--- src/rtl/control_seq_pkg.sv ---
// Shared types for the registered control sequencer: opcode/func encodings,
// select codes, FSM states, exception causes and the control bundle.
package control_seq_pkg;

  localparam int unsigned OPCODE_W = 4;
  localparam int unsigned FUNC_W   = 4;
  localparam int unsigned SEL_W    = 2;
  localparam int unsigned CAUSE_W  = 2;
  localparam int unsigned MC_CNT_W = 4;

  typedef enum logic [OPCODE_W-1:0] {
    OP_ARITHM = 4'h0,
    OP_LW     = 4'h1,
    OP_SW     = 4'h2,
    OP_BLT    = 4'h3,
    OP_BGT    = 4'h4,
    OP_BE     = 4'h5,
    OP_JMP    = 4'h6,
    OP_HALT   = 4'h7
  } opcode_t;

  typedef enum logic [FUNC_W-1:0] {
    ALU_ADD = 4'h0,
    ALU_SUB = 4'h1,
    ALU_AND = 4'h2,
    ALU_OR  = 4'h3,
    ALU_XOR = 4'h4,
    ALU_NOT = 4'h5,
    ALU_ROR = 4'h6,
    ALU_ROL = 4'h7,
    ALU_SHL = 4'h8,
    ALU_SHR = 4'h9,
    ALU_MUL = 4'hA,
    ALU_DIV = 4'hB
  } control_e;

  typedef enum logic [SEL_W-1:0] {
    SEL_NONE      = 2'b00,
    SEL_FOURBIT   = 2'b01,
    SEL_EIGHTBIT  = 2'b10,
    SEL_TWELVEBIT = 2'b11
  } sel_t;

  typedef enum logic [1:0] {
    RUN     = 2'd0,
    WAIT_MC = 2'd1,
    HALTED  = 2'd2,
    EXC     = 2'd3
  } ctrl_state_e;

  typedef enum logic [CAUSE_W-1:0] {
    EXC_NONE = 2'b00,
    EXC_DIV0 = 2'b01,
    EXC_OVF  = 2'b10,
    EXC_ILL  = 2'b11
  } exc_cause_e;

  typedef struct packed {
    logic alu_op;
    sel_t offset_sel;
    logic mem2r;
    logic memwr;
    logic reg_wr;
    logic r0_read;
    logic se_imm_a;
  } ctrl_bundle_t;

  // MUL and DIV occupy the ALU for several cycles
  function automatic logic is_multicycle(input control_e f);
    return (f == ALU_MUL) || (f == ALU_DIV);
  endfunction

endpackage

--- src/rtl/control_decode.sv ---
// Pure combinational opcode/func to control-bundle map with illegal flag.
module control_decode
  import control_seq_pkg::*;
(
  input  opcode_t      opcode,
  input  control_e     func,
  output ctrl_bundle_t bundle_c,
  output logic         illegal_c,
  output logic         multicycle_c
);

  // Decode table; unknown opcodes raise illegal with an empty bundle
  always_comb begin
    bundle_c     = '0;
    illegal_c    = 1'b0;
    multicycle_c = 1'b0;
    case (opcode)
      OP_ARITHM: begin
        bundle_c.reg_wr = 1'b1;
        if ((func == ALU_ROR) || (func == ALU_ROL) ||
            (func == ALU_SHL) || (func == ALU_SHR)) begin
          bundle_c.offset_sel = SEL_FOURBIT;
        end
        multicycle_c = is_multicycle(func);
      end
      OP_LW: begin
        bundle_c.alu_op     = 1'b1;
        bundle_c.mem2r      = 1'b1;
        bundle_c.reg_wr     = 1'b1;
        bundle_c.offset_sel = SEL_EIGHTBIT;
      end
      OP_SW: begin
        bundle_c.alu_op     = 1'b1;
        bundle_c.memwr      = 1'b1;
        bundle_c.offset_sel = SEL_EIGHTBIT;
      end
      OP_BLT, OP_BGT, OP_BE: begin
        bundle_c.r0_read    = 1'b1;
        bundle_c.se_imm_a   = 1'b1;
        bundle_c.offset_sel = SEL_EIGHTBIT;
      end
      OP_JMP: begin
        bundle_c.se_imm_a   = 1'b1;
        bundle_c.offset_sel = SEL_TWELVEBIT;
      end
      OP_HALT: begin
        bundle_c = '0;
      end
      default: begin
        illegal_c = 1'b1;
      end
    endcase
  end

endmodule

--- src/rtl/control_seq.sv ---
// Registered multi-cycle control sequencer: decode, MC hold, exception latch,
// sticky halt and retired-instruction counter.
module control_seq
  import control_seq_pkg::*;
#(
  parameter int unsigned OPCODE_W   = 4,
  parameter int unsigned FUNC_W     = 4,
  parameter int unsigned MC_LATENCY = 4,
  parameter int unsigned CNT_W      = 16
) (
  input  logic                clk,
  input  logic                rst_n,
  input  logic                instr_valid,
  input  logic [OPCODE_W-1:0] opcode,
  input  logic [FUNC_W-1:0]   func,
  input  logic                stall,
  input  logic                div0,
  input  logic                overflow,
  input  logic                exc_ack,
  output logic                ctrl_valid,
  output logic                alu_op,
  output logic [1:0]          offset_sel,
  output logic                mem2r,
  output logic                memwr,
  output logic                reg_wr,
  output logic                r0_read,
  output logic                se_imm_a,
  output logic                pc_hold,
  output logic                halt_sys,
  output logic                exc_valid,
  output logic [1:0]          exc_cause,
  output logic [CNT_W-1:0]    retired
);

  ctrl_bundle_t        dec_bundle;
  logic                dec_illegal;
  logic                dec_multicycle;

  ctrl_state_e         state_q, state_d;
  logic [MC_CNT_W-1:0] cnt_q, cnt_d;
  ctrl_bundle_t        mc_bundle_q, mc_bundle_d;
  ctrl_bundle_t        bundle_q, bundle_d;
  logic                valid_q, valid_d;
  logic                pc_hold_q, pc_hold_d;
  logic                halt_q, halt_d;
  logic                exc_valid_q, exc_valid_d;
  exc_cause_e          cause_q, cause_d;
  logic [CNT_W-1:0]    retired_q, retired_d;

  logic                flag_exc;
  logic                accept_try;
  exc_cause_e          flag_cause;

  control_decode u_decode (
    .opcode       (opcode_t'(opcode)),
    .func         (control_e'(func)),
    .bundle_c     (dec_bundle),
    .illegal_c    (dec_illegal),
    .multicycle_c (dec_multicycle)
  );

  // ALU flags outrank an illegal opcode; DIV0 outranks OVF
  always_comb begin
    flag_exc   = div0 | overflow;
    accept_try = instr_valid & ~stall;
    if (div0) begin
      flag_cause = EXC_DIV0;
    end else if (overflow) begin
      flag_cause = EXC_OVF;
    end else begin
      flag_cause = EXC_ILL;
    end
  end

  // Next-state and next-output logic
  always_comb begin
    state_d     = state_q;
    cnt_d       = cnt_q;
    mc_bundle_d = mc_bundle_q;
    bundle_d    = '0;
    valid_d     = 1'b0;
    halt_d      = halt_q;
    exc_valid_d = exc_valid_q;
    cause_d     = cause_q;

    case (state_q)
      RUN: begin
        if (flag_exc || (accept_try && dec_illegal)) begin
          state_d     = EXC;
          exc_valid_d = 1'b1;
          cause_d     = flag_cause;
          halt_d      = 1'b1;
        end else if (accept_try) begin
          if (dec_multicycle) begin
            state_d     = WAIT_MC;
            cnt_d       = MC_CNT_W'(MC_LATENCY - 1);
            mc_bundle_d = dec_bundle;
          end else begin
            valid_d  = 1'b1;
            bundle_d = dec_bundle;
            if (opcode_t'(opcode) == OP_HALT) begin
              state_d = HALTED;
              halt_d  = 1'b1;
            end
          end
        end
      end
      WAIT_MC: begin
        if (flag_exc) begin
          state_d     = EXC;
          exc_valid_d = 1'b1;
          cause_d     = flag_cause;
          halt_d      = 1'b1;
          cnt_d       = '0;
        end else if (!stall) begin
          if (cnt_q == MC_CNT_W'(1)) begin
            state_d  = RUN;
            cnt_d    = '0;
            valid_d  = 1'b1;
            bundle_d = mc_bundle_q;
          end else begin
            cnt_d = cnt_q - MC_CNT_W'(1);
          end
        end
      end
      HALTED: begin
        state_d = HALTED;
      end
      EXC: begin
        if (exc_ack) begin
          state_d     = RUN;
          exc_valid_d = 1'b0;
          cause_d     = EXC_NONE;
          halt_d      = 1'b0;
        end
      end
      default: begin
        state_d = RUN;
      end
    endcase

    pc_hold_d = (state_d != RUN) | stall;
    retired_d = retired_q + CNT_W'(valid_d);
  end

  // State and output registers
  always_ff @(posedge clk or negedge rst_n) begin
    if (!rst_n) begin
      state_q     <= RUN;
      cnt_q       <= '0;
      mc_bundle_q <= '0;
      bundle_q    <= '0;
      valid_q     <= 1'b0;
      pc_hold_q   <= 1'b0;
      halt_q      <= 1'b0;
      exc_valid_q <= 1'b0;
      cause_q     <= EXC_NONE;
      retired_q   <= '0;
    end else begin
      state_q     <= state_d;
      cnt_q       <= cnt_d;
      mc_bundle_q <= mc_bundle_d;
      bundle_q    <= bundle_d;
      valid_q     <= valid_d;
      pc_hold_q   <= pc_hold_d;
      halt_q      <= halt_d;
      exc_valid_q <= exc_valid_d;
      cause_q     <= cause_d;
      retired_q   <= retired_d;
    end
  end

  assign ctrl_valid = valid_q;
  assign alu_op     = bundle_q.alu_op;
  assign offset_sel = bundle_q.offset_sel;
  assign mem2r      = bundle_q.mem2r;
  assign memwr      = bundle_q.memwr;
  assign reg_wr     = bundle_q.reg_wr;
  assign r0_read    = bundle_q.r0_read;
  assign se_imm_a   = bundle_q.se_imm_a;
  assign pc_hold    = pc_hold_q;
  assign halt_sys   = halt_q;
  assign exc_valid  = exc_valid_q;
  assign exc_cause  = cause_q;
  assign retired    = retired_q;

endmodule

--- config.mk ---
export PLATFORM = sky130hd
export DESIGN_NAME = control_seq
export DESIGN_NICKNAME = d
export VERILOG_FILES = /design/src/rtl/control_seq_pkg.sv /design/src/rtl/control_decode.sv /design/src/rtl/control_seq.sv
export SDC_FILE = /design/constraint.sdc
export NUM_CORES = 1
export LEC_CHECK = 0
export ABC_AREA = 1
export ABC_CLOCK_PERIOD_IN_PS = 3700
export BUFFER_PORTS_ARGS = -buffer_cell sky130_fd_sc_hd__buf_2
export CORE_MARGIN = 8
export CORE_UTILIZATION = 50
export DETAILED_ROUTE_END_ITERATION = 7
export GPL_TIMING_DRIVEN = 1
export MAX_ROUTING_LAYER = met4
export PLACE_DENSITY_LB_ADDON = 0.12
export SLEW_MARGIN = 0
export SYNTH_ARGS = -nofsm -noshare
export SYNTH_HDL_FRONTEND = slang
export SYNTH_SLANG_ARGS = --single-unit
--- constraint.sdc ---
create_clock -name clk -period 3.7 [get_ports clk]
set_input_delay 0.74 -clock clk [delete_from_list [all_inputs] [get_ports clk]]
set_output_delay 0.74 -clock clk [all_outputs]
set_load 0.01 [all_outputs]
==> results.toml <==
[clock_network]
clock-sinks = 44
cts_inserted_buffers = 5
clock-root-buffer = "clkbuf_8"
clock_latency_ns = 0.29
cts_tree = "yes"
cts_hold_buffers = 0
cts-htree-levels = 2
path_clk_slew_ns = 0.08
cts_resized = 0
clockBufferDepth = 2
postCtsSetupRepairBufs = 0

[final_layout]
area_delta_synth_final_pct = 16.78
layout_commonest_cell = "nand2_1"
final_nets = 335
final_cell_area_mm2 = 0.002604
final_cell_mix = "nand2_1 (74), dfrtp_1 (44), buf_2 (43)"
layout-drive-gt1-share_pct = 22.71
n_antenna_cell = 0

[placement]
globalplace.congestion = 0.8630
port_buffers = 43
hpwl_um = 3359
place_area_mm2 = 0.002510
dp_slack_ns = 0.7817

[setup_path]
worstSetupPathType = "in -> reg"
crit_arrival_ns = 2.76
crit_chain = "buf_2 > inv_1 > nand3_1 > nand2_2 > nor2_4 > o21ai_2 > nand2_1 > ha_1 > ha_1 > nand3_1 > nor2_1 > nand2_1 > nor2_1 > nand2_1 > nand2_1 > nand2_1"
end_kind = "flip-flop"
crit_fanout = 4
crit_path_start_kind = "primary input"
cp.buffers_inverters = 2
cpMostUsedCell = "nand2_1"
crit_family = "simple AND/OR/NAND/NOR gates"
cp_slowest_stage_delay_ns = 0.22
worstPathRequired_ns = 3.89
critical-path-slowest-cell = "nor2_1"

[power_and_ir_drop]
power_frac_comb_pct = 32.6
p_int_uw = 852.3
p_seq_share_pct = 44.3
cellLeakagePower_uw = 0.001460
power.switching_uw = 488.1
power_density_mw_per_mm2 = 514.8
p_clk_share_pct = 23.0
p_sw_share_pct = 36.41
vdd_ir_drop_max_mv = 0.3681

[detailed_routing]
via_count = 1776
wl_per_cell_um = 11.52
route.detailed.drc = 0
ant_nets = 0
drtIter0Drc = 61
first_pass_iters = 5
routed_via_density = 4.813
wl_um = 4251

[yosys]
synth_area_leaders = "dfrtp_1 (49%), nand2_1 (12%), inv_1 (5.7%)"
synth-main-ff-cell = "dfrtp_1"
synth_cell_type_count = 24
yosys_warnings = 0
ys_ff_latch = 44
synth_seq_area_share_pct = 49.38
synthCells = 266
syn_avg_cell_area_um2 = 8.382
netlist_area_mm2 = 0.002230
yosys.area.top_type = "dfrtp_1"
synth-edff-count = 0
synthArstFlopShare_pct = 100.0
synth_top_cell_area_share_pct = 49.38
syn_nets = 285

[sta]
worst_pin_slew_ns = 0.9192
finalCritPeriodShare_pct = 69.40
rsz0062_at_grt = "no"
setup_slack_ns = 1.132
slew_violations = 0
min_period_ns = 2.568
max_clock_freq_mhz = 389.4
finalHoldWorstSlack_ns = 0.4543
finalSetupViolCount = 0
finClkSkew_ns = 0.004141
tns_ns = 0
slew-limit-headroom_pct = 38.72
finalHoldViolCount = 0

[grt]
antenna_found_initial = 0
grt_pass1_wl_um = 7417
track_usage_pct = 14.26
grt_pass1_vias = 1700
gr-total-overflow = 0
grt_max_degree = 45

[floorplan]
row_count = 24
die_area_mm2 = 0.006852
initial_core_util_pct = 51.56
die_h_um = 82.78
die_w_um = 82.78
pin_count = 45
core_mm2 = 0.004324

[hold_path]
holdCritPathClass = "reg -> reg"

[outcome]
outcome = "completed"

[job]
cap_viol_max_count = 0
==> final timing paths <==
kind	start	to	cells past startpoint	slack, ns
setup / recovery	stall	retired[12]	16	1.13
hold / removal	mc_bundle_q[2]	mc_bundle_q[2]	2	0.45
setup reg to reg	cnt_q[1]	retired[12]	15	1.21
hold reg to reg	mc_bundle_q[2]	mc_bundle_q[2]	2	0.45
max in group asynchronous	rst_n	offset_sel[0]	1	2.55
min in group asynchronous	rst_n	exc_cause[0]	1	0.57
==> cell families after synthesis <==
logic type,count (synthesis),synth area share [%]
AOI/OAI and AO/OA,17,5.219
adders and majority gates,4,2.245
DFF,44,49.38
xor gates and xnor gates,13,5.107
and+or+nand+nor,151,31.82
buffers and inverters,37,6.229
==> cell usage after synthesis (5+ instances only) <==
library cell / instances
nor3_1: 7
nand3_1: 25
xor2_1: 9
inv_1: 34
nor2_1: 26
dfrtp_1: 44
o21ai_0: 5
nand2_1: 74
nor2_4: 7
==> final cells by class <==
class / instances / area, µm²
Multi-Input combinational cell: 185 / 989.7
Clock buffer: 7 / 86.33
Clock inverter: 1 / 7.507
Tap cell: 52 / 65.06
Fill cell: 408 / 1720
Sequential cell: 44 / 1101
Timing Repair Buffer: 43 / 215.2
Inverter: 37 / 138.9
==> tightest hold or removal path, stage by stage (launching register included) <==
cell and delay, ns:
dfrtp_1 0.33, inv_1 0.04, nand2_1 0.05
==> stage by stage <==
| step | util (%) | instances | total power [µW] |
|---|---|---|---|
| final | 60.21 | 369 | 1340 |
| after detailed placement | 58.04 | 361 | 1048 |
| after floorplan | - | 266 | 918.7 |
| after CTS | 60.21 | 369 | 1360 |
| after global placement | 58.04 | 361 | 1039 |
| after global routing | 60.21 | 369 | 1446 |
==> flip-flops by register name, summed over array words and instances, names as in the netlist, 2 cells and up <==
signal,cells
mc_bundle_q,8
offset_sel,2
state_q,2
cnt_q,4
retired,16
exc_cause,2
==> power by group through the flow <==
stage                     combinational [µW]  sequential (µW)  clock (µW)
after CTS                                446              594         320
after detailed placement                 445              604           0
after global placement                   436              603           0
after global routing                     502              603         340
after floorplan                          301              617           0
final                                    437              594         309
==> layer usage <==
metal | part of all wire [%] | GRT usage [%] | vias to the layer above
met5 | 0 | - | -
met1 | 49 | 18.12 | 791
li1 | - | - | 931
met2 | 43 | 21.68 | 47
met3 | 6.8 | 3.556 | 7
met4 | 1.3 | 4.828 | 0
Power figures use the tool's default switching activity.
